`src/rtl/decoder_n_scan.sv`:
```
// Registered one-hot decoder with handshaked direct select and a divided scan sweep.
// Optional saturating wrap counter when DECODER_N_SCAN_WRAPCNT_EN is defined.
module decoder_n_scan #(
   parameter int SEL_W      = 3,
   parameter int ACTIVE_LOW = 0,
   parameter int SCAN_DIV   = 1
) (
   input  logic                  clk,
   input  logic                  rst,
   input  logic                  en,
   input  logic                  mode,
   input  logic                  in_valid,
   input  logic [SEL_W-1:0]      in_sel,
   output logic                  in_ready,
   output logic [2**SEL_W-1:0]   out_onehot,
   output logic [SEL_W-1:0]      out_idx,
   output logic                  out_valid,
   output logic                  scan_wrap
`ifdef DECODER_N_SCAN_WRAPCNT_EN
   ,
   output logic [7:0]            wrap_cnt
`endif
);

   localparam int OUT_W = 2**SEL_W;
   localparam int DIV_W = (SCAN_DIV > 1) ? $clog2(SCAN_DIV) : 1;
   localparam logic [DIV_W-1:0] DIV_LAST = DIV_W'(SCAN_DIV - 1);
   localparam logic [OUT_W-1:0] IDLE = {OUT_W{ACTIVE_LOW != 0}};

   logic [SEL_W-1:0] scan_idx;
   logic [SEL_W-1:0] nxt_idx;
   logic [DIV_W-1:0] div_cnt;
   logic             scan_on;
   logic             scan_run;
   logic             div_hit;
   logic             wrap_hit;

   function automatic logic [OUT_W-1:0] decode(input logic [SEL_W-1:0] idx);
      logic [OUT_W-1:0] v;
      v      = '0;
      v[idx] = 1'b1;
      return v ^ IDLE;
   endfunction

   always_comb begin
      in_ready = en & ~mode;
      scan_run = en & mode;
      nxt_idx  = scan_idx + 1'b1;
      div_hit  = (div_cnt == DIV_LAST);
      wrap_hit = scan_run & scan_on & div_hit & (&scan_idx);
   end

   // scan_on marks that the previous edge already ran the scan, so a
   // clear scan_on with scan_run high is the entry edge.
   always_ff @(posedge clk) begin
      if (rst) begin
         out_onehot <= IDLE;
         out_idx    <= '0;
         out_valid  <= 1'b0;
         scan_wrap  <= 1'b0;
         scan_idx   <= '0;
         div_cnt    <= '0;
         scan_on    <= 1'b0;
      end else if (!en) begin
         out_onehot <= IDLE;
         out_valid  <= 1'b0;
         scan_wrap  <= 1'b0;
         scan_on    <= 1'b0;
      end else if (mode) begin
         scan_on   <= 1'b1;
         out_valid <= 1'b1;
         if (!scan_on) begin
            scan_idx   <= '0;
            div_cnt    <= '0;
            out_idx    <= '0;
            out_onehot <= decode('0);
            scan_wrap  <= 1'b0;
         end else if (div_hit) begin
            div_cnt    <= '0;
            scan_idx   <= nxt_idx;
            out_idx    <= nxt_idx;
            out_onehot <= decode(nxt_idx);
            scan_wrap  <= &scan_idx;
         end else begin
            div_cnt   <= div_cnt + 1'b1;
            scan_wrap <= 1'b0;
         end
      end else begin
         scan_on   <= 1'b0;
         scan_wrap <= 1'b0;
         if (in_valid) begin
            out_idx    <= in_sel;
            out_onehot <= decode(in_sel);
            out_valid  <= 1'b1;
         end
      end
   end

`ifdef DECODER_N_SCAN_WRAPCNT_EN
   always_ff @(posedge clk) begin
      if (rst)
         wrap_cnt <= 8'd0;
      else if (wrap_hit && wrap_cnt != 8'hFF)
         wrap_cnt <= wrap_cnt + 8'd1;
   end
`else
   logic unused_wrap;
   assign unused_wrap = wrap_hit;
`endif

endmodule
```
`config.mk`:
```
export PLATFORM = sky130hd
export DESIGN_NAME = decoder_n_scan
export DESIGN_NICKNAME = d
export VERILOG_FILES = /design/src/rtl/decoder_n_scan.sv
export SDC_FILE = /design/constraint.sdc
export NUM_CORES = 1
export LEC_CHECK = 0
export CAP_MARGIN = 20
export CELL_PAD_IN_SITES_DETAIL_PLACEMENT = 1
export CELL_PAD_IN_SITES_GLOBAL_PLACEMENT = 2
export CORE_MARGIN = 1.5
export CORE_UTILIZATION = 30
export CTS_CLUSTER_SIZE = 12
export DETAILED_ROUTE_END_ITERATION = 12
export PLACE_DENSITY_LB_ADDON = 0.1
export SLEW_MARGIN = 10
export SYNTH_ARGS = -nofsm -noshare
export SYNTH_HDL_FRONTEND = slang
export SYNTH_SLANG_ARGS = --single-unit
```
`constraint.sdc`:
```
create_clock -name clk -period 3.6 [get_ports clk]
set_input_delay 1.08 -clock clk [delete_from_list [all_inputs] [get_ports clk]]
set_output_delay 1.08 -clock clk [all_outputs]
set_load 0.05 [all_outputs]
```
== After elaboration in Yosys (flattened, before gate mapping) ==
Cells that the tools add are included.

* Bits in registers: 18
* Output and inout bits: 14
* Input bits: 8

* Muxes and demuxes: 17
* Add/subtract/negate cells: 2
* Reductions and logical operators: 10
* Order comparisons: 4
* Eq/ne operators: 2
* Bitwise gates (word level): 4

{| class="wikitable"
|+ Operators with widths
! operator !! number
|-
| $mux W8 || 4
|-
| $mux W3 || 4
|-
| $reduce_and A3 Y1 || 3
|-
| $lt A3 B4 Y1 const B || 2
|-
| $mux W1 || 7
|-
| $demux W1 S3 || 2
|-
| $ge A3 B1 Y1 const B || 2
|-
| $reduce_or A5 Y1 || 1
|-
| $reduce_and A2 Y1 || 2
|-
| $add A3 B1 Y3 const B || 1
|-
| $ne A3 B3 Y1 const B || 1
|-
| $not A1 Y1 || 3
|-
| $logic_and A1 B1 Y1 || 2
|-
| $ne A2 B2 Y1 const B || 1
|-
| $reduce_bool A2 Y1 || 1
|-
| $reduce_or A2 Y1 || 1
|-
| $add A1 B1 Y1 const B || 1
|-
| $and A1 B1 Y1 || 1
|}

== Longest topological paths before layout ==
Gate-level depths: netlist (run 1).

* Depth in word-level cells: 8
* Mapped depth: 5

== Worst setup path before layout (run 1) ==
No wires, ideal clock.

* Kind: input to output
* Start: input port en
* End: output port in_ready
* Data required time: 2.520 ns
* Cell stages on the path: 2
* Setup slack: 0.531 ns
* Buffers on the path: 1
* Data arrival time: 1.989 ns
* Cell sequence: buf_2 > nor2b_1

* Word-level cells in the longest chain between the ends: 1

{| class="wikitable"
|+ RTL lines
! what !! line !! text
|-
| from (decl) || 10 || <nowiki>input logic en,</nowiki>
|-
| $and A1 B1 Y1 || 46 || <nowiki>in_ready = en & ~mode;</nowiki>
|-
| to (decl) || 14 || <nowiki>output logic in_ready,</nowiki>
|}

No other way between the ends.

== Final worst setup path (run 1) ==
Ends and elaborated chain as after synthesis.

==> results of run 1 <==
worst paths after layout:
| check | from | to | slack [ps] | cells after the start |
|---|---|---|---|---|
| max reg2reg | scan_idx[0]$_SDFFE_PP0P_ | out_onehot[5]$_SDFFE_PP0N_ | 1920 | 5 |
| max | en | in_ready | 550 | 3 |
| min reg2reg | scan_idx[2]$_SDFFE_PP0P_ | scan_idx[2]$_SDFFE_PP0P_ | 470 | 2 |
| min | scan_idx[2]$_SDFFE_PP0P_ | scan_idx[2]$_SDFFE_PP0P_ | 470 | 2 |
worst max-delay path: stages:
cell             delay (ps)
clkdlybuf4s50_1         470
nor2b_1                 250
buf_12                  170
routing by layer:
layer | vias up | share of wire [%] | routed length (um)
met3 | 4 | 3.7 | 82
met5 | - | 0 | 0
met2 | 13 | 49 | 1082
met4 | 0 | 1.1 | 24
li1 | 399 | - | -
met1 | 377 | 46 | 1006
flip-flops by register name, indices dropped and copies added, names as in the netlist:
register and count:
scan_wrap 1, out_onehot 8, scan_idx 3, scan_on 1, out_idx 3, out_valid 1
cell families (layout without fill, tap and decap cells):
kind of cell	count (synthesis)	after routing	share of synthesized area (%)
AOI/OAI and AO/OA	21	21	19.36
DFF	17	17	37.88
muxes	1	1	1.114
adders and majority gates	2	2	2.785
buffers and inverters	12	29	7.800
and+or+nand+nor	48	48	31.06
cell usage after synthesis:
| cell | n |
|---|---|
| a211oi_1 | 4 |
| a211oi_2 | 3 |
| a21o_1 | 1 |
| a21oi_1 | 5 |
| a22o_1 | 2 |
| a311oi_1 | 4 |
| a311oi_2 | 1 |
| a31oi_1 | 1 |
| and3_1 | 2 |
| and3b_1 | 1 |
| buf_2 | 8 |
| buf_6 | 2 |
| dfxtp_1 | 17 |
| ha_1 | 2 |
| inv_1 | 2 |
| mux2i_1 | 1 |
| nand2_1 | 7 |
| nand2b_1 | 1 |
| nand3_1 | 1 |
| nand3b_1 | 1 |
| nand4_1 | 2 |
| nand4b_1 | 1 |
| nor2_1 | 15 |
| nor2_2 | 1 |
| nor2b_1 | 4 |
| nor3_1 | 6 |
| nor4b_2 | 3 |
| nor4bb_1 | 2 |
| or2_4 | 1 |
where the power goes:
part	internal, mW	switching [mW]
combinational	0.0342	0.0541
sequential	0.195	0.00425
clock	0.0432	0.0613
area by class of cell:
cell class	count	area, um^2
fillers	349	1669
repair buffers	23	235.2
clock buffers	4	26.28
flip-flops and latches	17	340.3
well taps	31	38.79
multi-input cells	72	488.0
inverters	2	7.507
metrics by stage:
| stage | hold slack, ps | instance area, um^2 | setup slack, ps | instances |
|---|---|---|---|---|
| floorplan | 440.0 | 898.4 | 530.7 | 101 |
| global placement | 448.0 | 1110 | 518.0 | 145 |
| detailed placement | 458.0 | 1110 | 555.1 | 145 |
| CTS | 473.3 | 1136 | 537.1 | 149 |
| global route | 496.5 | 1136 | 481.3 | 149 |
| finish | 467.5 | 1136 | 552.0 | 149 |
==> metrics.txt, run 1 <==
final clock skew=2.105 ps; Area Growth Syn to Fin=26.46%; setup bufs post-CTS=0; PortBufs=21; Sum Neg Setup Slack=0 ps; Core Region=2805 um^2; final wirelength=2.195 mm; most frequent cells in the layout=20 x clkdlybuf4s50_1, 17 x dfxtp_1, 15 x nor2_1, 7 x nand2_1, 6 x nor3_1; DP HPWL=1.587 mm; clock sink count=17; Mean Syn Cell Area=8.895 um^2; vias in the first global route=786; initial detailed-routing violation count=23; Pwr Density=344.7 nW/um^2; share of the synthesized area in the top cell type=37.88%; Mapped Area=898.4 um^2; initial antenna violation count=0; Vias/cell=5.322; largest cells by area after synthesis=dfxtp_1 38%, nor2_1 6.3%, nor4b_2 5.0%; later-pin clock latency in the skew report=290 ps; synthesized instance count=101; CTS tree=yes; gr usage total=15.18%; failing checks=DRC; Power Total=0.3916 mW; routed length per placed instance=14.73 um; Slew headroom=67.07%; Seq/Total Area, Yosys=37.88%; maximum vdd ir drop=170.4 uV; post-CTS sizing=0; met3 Track Usage GR=4.018%; ratio of cells with drive above 1 in the final layout=12.71%; Initial Util=32.02%; Worst EP arrival=1970 ps; met1 Use GR=20.11%; Post-Route Utilization=40.50%; I/O pin total=22; Yosys cell types=29; Die Height=57.72 um; worst-margin pin slew=492.5 ps; # diodes=0; Final Cycle Share=84.67%; CP startpoint kind=primary input; first-pass GRT wire length=3.898 mm; status=finished, violations left; synth warn=0; final number of hold-violating endpoints=0; std cell rows=19; #FFs+latches synth=17; Hold Crit Class=flip-flop to flip-flop; Vias=793; WP data required=2520 ps; drt drc=2; clk root buf=clkbuf_4; die area=3332 um^2; Final ANT Viol Nets=0; Die Span X=57.72 um; largest net degree at the start of global routing=23; cts hold-fix bufs=0; most common cell after layout, fill and taps aside=clkdlybuf4s50_1; Final GP Congestion=0.7726; CTS Buffer Depth=2; Worst-path clk slew=100 ps; final count of pins violating max slew=0; first-pass iteration count of the detailed router=8; global route hottest layer=met2; max cap viols=0; critical path class=primary input to output pin; crit end category=output pin; syn_nets=111; post-synth top area cell=dfxtp_1; H-tree depth=1; Final Critical Period=3048 ps; RSZ-0062 raised after global routing=false; total CTS buffers=3; endpoints failing setup=0; GRT met2 Usage=24.51%; crit-path max FO=2; maximum operating frequency=328.1 MHz; GRT Residual Overflow=0; Pleak=0.4172 nW; Nets=129
Note: power is estimated with default switching activity, not from simulation.
==> inputs of run 2 (changes only) <==
--- a/config.mk
+++ b/config.mk
@@ -9,7 +9,7 @@
 export CELL_PAD_IN_SITES_DETAIL_PLACEMENT = 1
 export CELL_PAD_IN_SITES_GLOBAL_PLACEMENT = 2
 export CORE_MARGIN = 1.5
-export CORE_UTILIZATION = 30
+export CORE_UTILIZATION = 28
 export CTS_CLUSTER_SIZE = 12
 export DETAILED_ROUTE_END_ITERATION = 12
 export PLACE_DENSITY_LB_ADDON = 0.1
==> constraint.sdc (replaced) <==
create_clock -name clk -period 3.1 [get_ports clk]
set_input_delay 0.93 -clock clk [delete_from_list [all_inputs] [get_ports clk]]
set_output_delay 0.93 -clock clk [all_outputs]
set_load 0.05 [all_outputs]
==> metrics.txt, run 2 (synthesis results as in run 1) <==
Pwr Density=395.1 nW/um^2 (+15%); endpoints failing setup=0 (unchanged); Final ANT Viol Nets=0 (unchanged); largest net degree at the start of global routing=21 (-8.7%); final clock skew=7.574 ps (+5.469 ps); Layout Cells excl Fill=162 (+8.7%); Final Cycle Share=89.88%; worst-margin pin slew=503.0 ps (+10.57 ps); Area Growth Syn to Fin=28.27%; maximum operating frequency=358.9 MHz; gr usage total=14.64% (-0.54 points); reg2reg start=scan_idx[0]$_SDFFE_PP0P_; R2R setup slack=1410 ps (-510 ps); die area=3558 um^2 (+6.8%); first-pass GRT wire length=3.884 mm (-0.36%); Reg with most FFs=out_onehot; crit-path max FO=4 (+2); DP HPWL=1.613 mm (+1.6%); GRT Residual Overflow=0 (unchanged); Fillers=376 (+7.7%); max cap viols=0 (unchanged); std cell rows=20 (+1); H-tree depth=1 (unchanged); P_sw=0.1396 mW (+17%); post-CTS sizing=0 (unchanged); cts hold-fix bufs=0 (unchanged); Hold Worst Slack=472.5 ps (+4.952 ps); setup bufs post-CTS=0 (unchanged); Final WS setup=313.8 ps (-238.2 ps); I/O pin total=22 (unchanged); Die Height=59.65 um (+3.3%); Post-Route Utilization=37.75% (-2.8 points); final wirelength=2.253 mm (+2.6%); RSZ-0062 raised after global routing=false; number of buffer and inverter stages on the critical path=2 (unchanged); Sum Neg Setup Slack=0 ps (unchanged); most common cell after layout, fill and taps aside=clkdlybuf4s50_1; Worst Hold End=scan_idx[2]$_SDFFE_PP0P_; Die Span X=59.65 um (+3.3%); Worst-path clk slew=100 ps (about the same); switch share=30.66% (+0.098 points); routed length per placed instance=13.91 um (-5.6%); Vias=792 (-0.13%); Core Region=3053 um^2 (+8.8%); crit end category=output pin; vias in the first global route=784 (-0.25%); Logic pwr share=22.7% (+0.2 points); FF+latch area=340.3 um^2 (unchanged); # diodes=0 (unchanged); Final Critical Period=2786 ps; Worst Hold Depth=2 (unchanged); ratio of cells with drive above 1 in the final layout=12.71% (unchanged); worst r2r path cells=5 (unchanged); maximum vdd ir drop=209.0 uV (+23%); Multi-input gate area=488.0 um^2 (unchanged); Slew headroom=66.36% (-0.71 points); clock sink count=17 (unchanged); Hold Crit Class=flip-flop to flip-flop; Worst EP arrival=1860 ps (-110 ps); max reg flops=8 (unchanged); Clock power frac=26.6% (about the same); top flop regs=out_onehot: 8 flops, out_idx: 3 flops, scan_idx: 3 flops; status=finished clean; CTS Buffer Depth=2 (unchanged); crit path max-delay cell type=clkdlybuf4s50_1; WP data required=2170 ps (-350 ps); total CTS buffers=3 (unchanged); CP startpoint kind=primary input; Placed Cells=158 (+9.0%); clk root buf=clkbuf_4; final count of pins violating max slew=0 (unchanged); Setup WS pre-CTS=320.2 ps (-234.9 ps); initial antenna violation count=0 (unchanged); later-pin clock latency in the skew report=290 ps (about the same); initial detailed-routing violation count=15 (-35%); Nets=129 (unchanged); slowest stage delay, CP=490 ps (+20 ps); worst-path cell chain=clkdlybuf4s50_1, nor2b_1, buf_12; P_int=0.3157 mW (+16%); Vias/cell=4.889 (-8.1%); first-pass iteration count of the detailed router=4 (-4); PortBufs=21 (unchanged); Hold Crit Start=scan_idx[2]$_SDFFE_PP0P_; most frequent cells in the layout=20 x clkdlybuf4s50_1, 17 x dfxtp_1, 15 x nor2_1, 7 x nand2_1, 6 x nor3_1; R2R Path End=out_idx[2]$_SDFFE_PP0P_; Final GP Congestion=0.7899 (+2.2%); Seq pwr share=50.7% (about the same); family with the most delay on the worst path=buffers and inverters; drt drc=0 (-2); final number of hold-violating endpoints=0 (unchanged); critical path class=primary input to output pin; Initial Util=29.43% (-2.6 points); CTS tree=yes; Pleak=0.4172 nW (unchanged)
-- run 2: cell counts in the layout (fill, tap and decap cells not counted) --
Identical to the previous run, type by type.
-- run 2: layout make-up --
cell class | instances | share of cell area (%)
Timing Repair Buffer | 23 | 20.41
Clock buffer | 4 | 2.280
Tap cell | 44 | 4.777
Multi-Input combinational cell | 72 | 42.35
Inverter | 2 | 0.6515
Sequential cell | 17 | 29.53
-- run 2: layer usage --
metal  GRT usage, %  up-vias  part of all wire, %
met1          19.36      376                   46
met5              0        -                    0
met4          4.762        0                 0.80
met3          3.930        2                  3.1
li1               -      401                    -
met2          22.98       13                   50
-- run 2: worst max path at each step --
stage	from	to	slack, ps	cells past startpoint
2_1_floorplan	en	in_ready	330	2
3_3_place_gp	mode	in_ready	310	3
3_5_place_dp	mode	in_ready	320	3
4_1_cts	mode	in_ready	300	3
5_1_grt	mode	in_ready	270	3
6_report	mode	in_ready	310	3
-- run 2: power groups by stage --
stage               sequential, mW  clock (mW)  combinational [mW]
floorplan                    0.259           0              0.0484
global route                 0.232       0.139               0.111
detailed placement           0.236           0               0.104
CTS                          0.231       0.130               0.104
finish                       0.231       0.121               0.103
global placement             0.236           0               0.103
-- run 2: per-stage QoR --
step	instance area [um^2]	power, mW
after floorplan	898.4	0.3069
after global routing	1152	0.4827
after detailed placement	1126	0.3397
after CTS	1152	0.4657
after global placement	1126	0.3384
final	1152	0.4553
-- run 2: worst min-delay path: cells and delay by family, from the launching register on --
family	cells	cell delay, ps
flip-flops	1	330
AND/OR/NAND/NOR	1	50
AO/OA/AOI/OAI	1	50
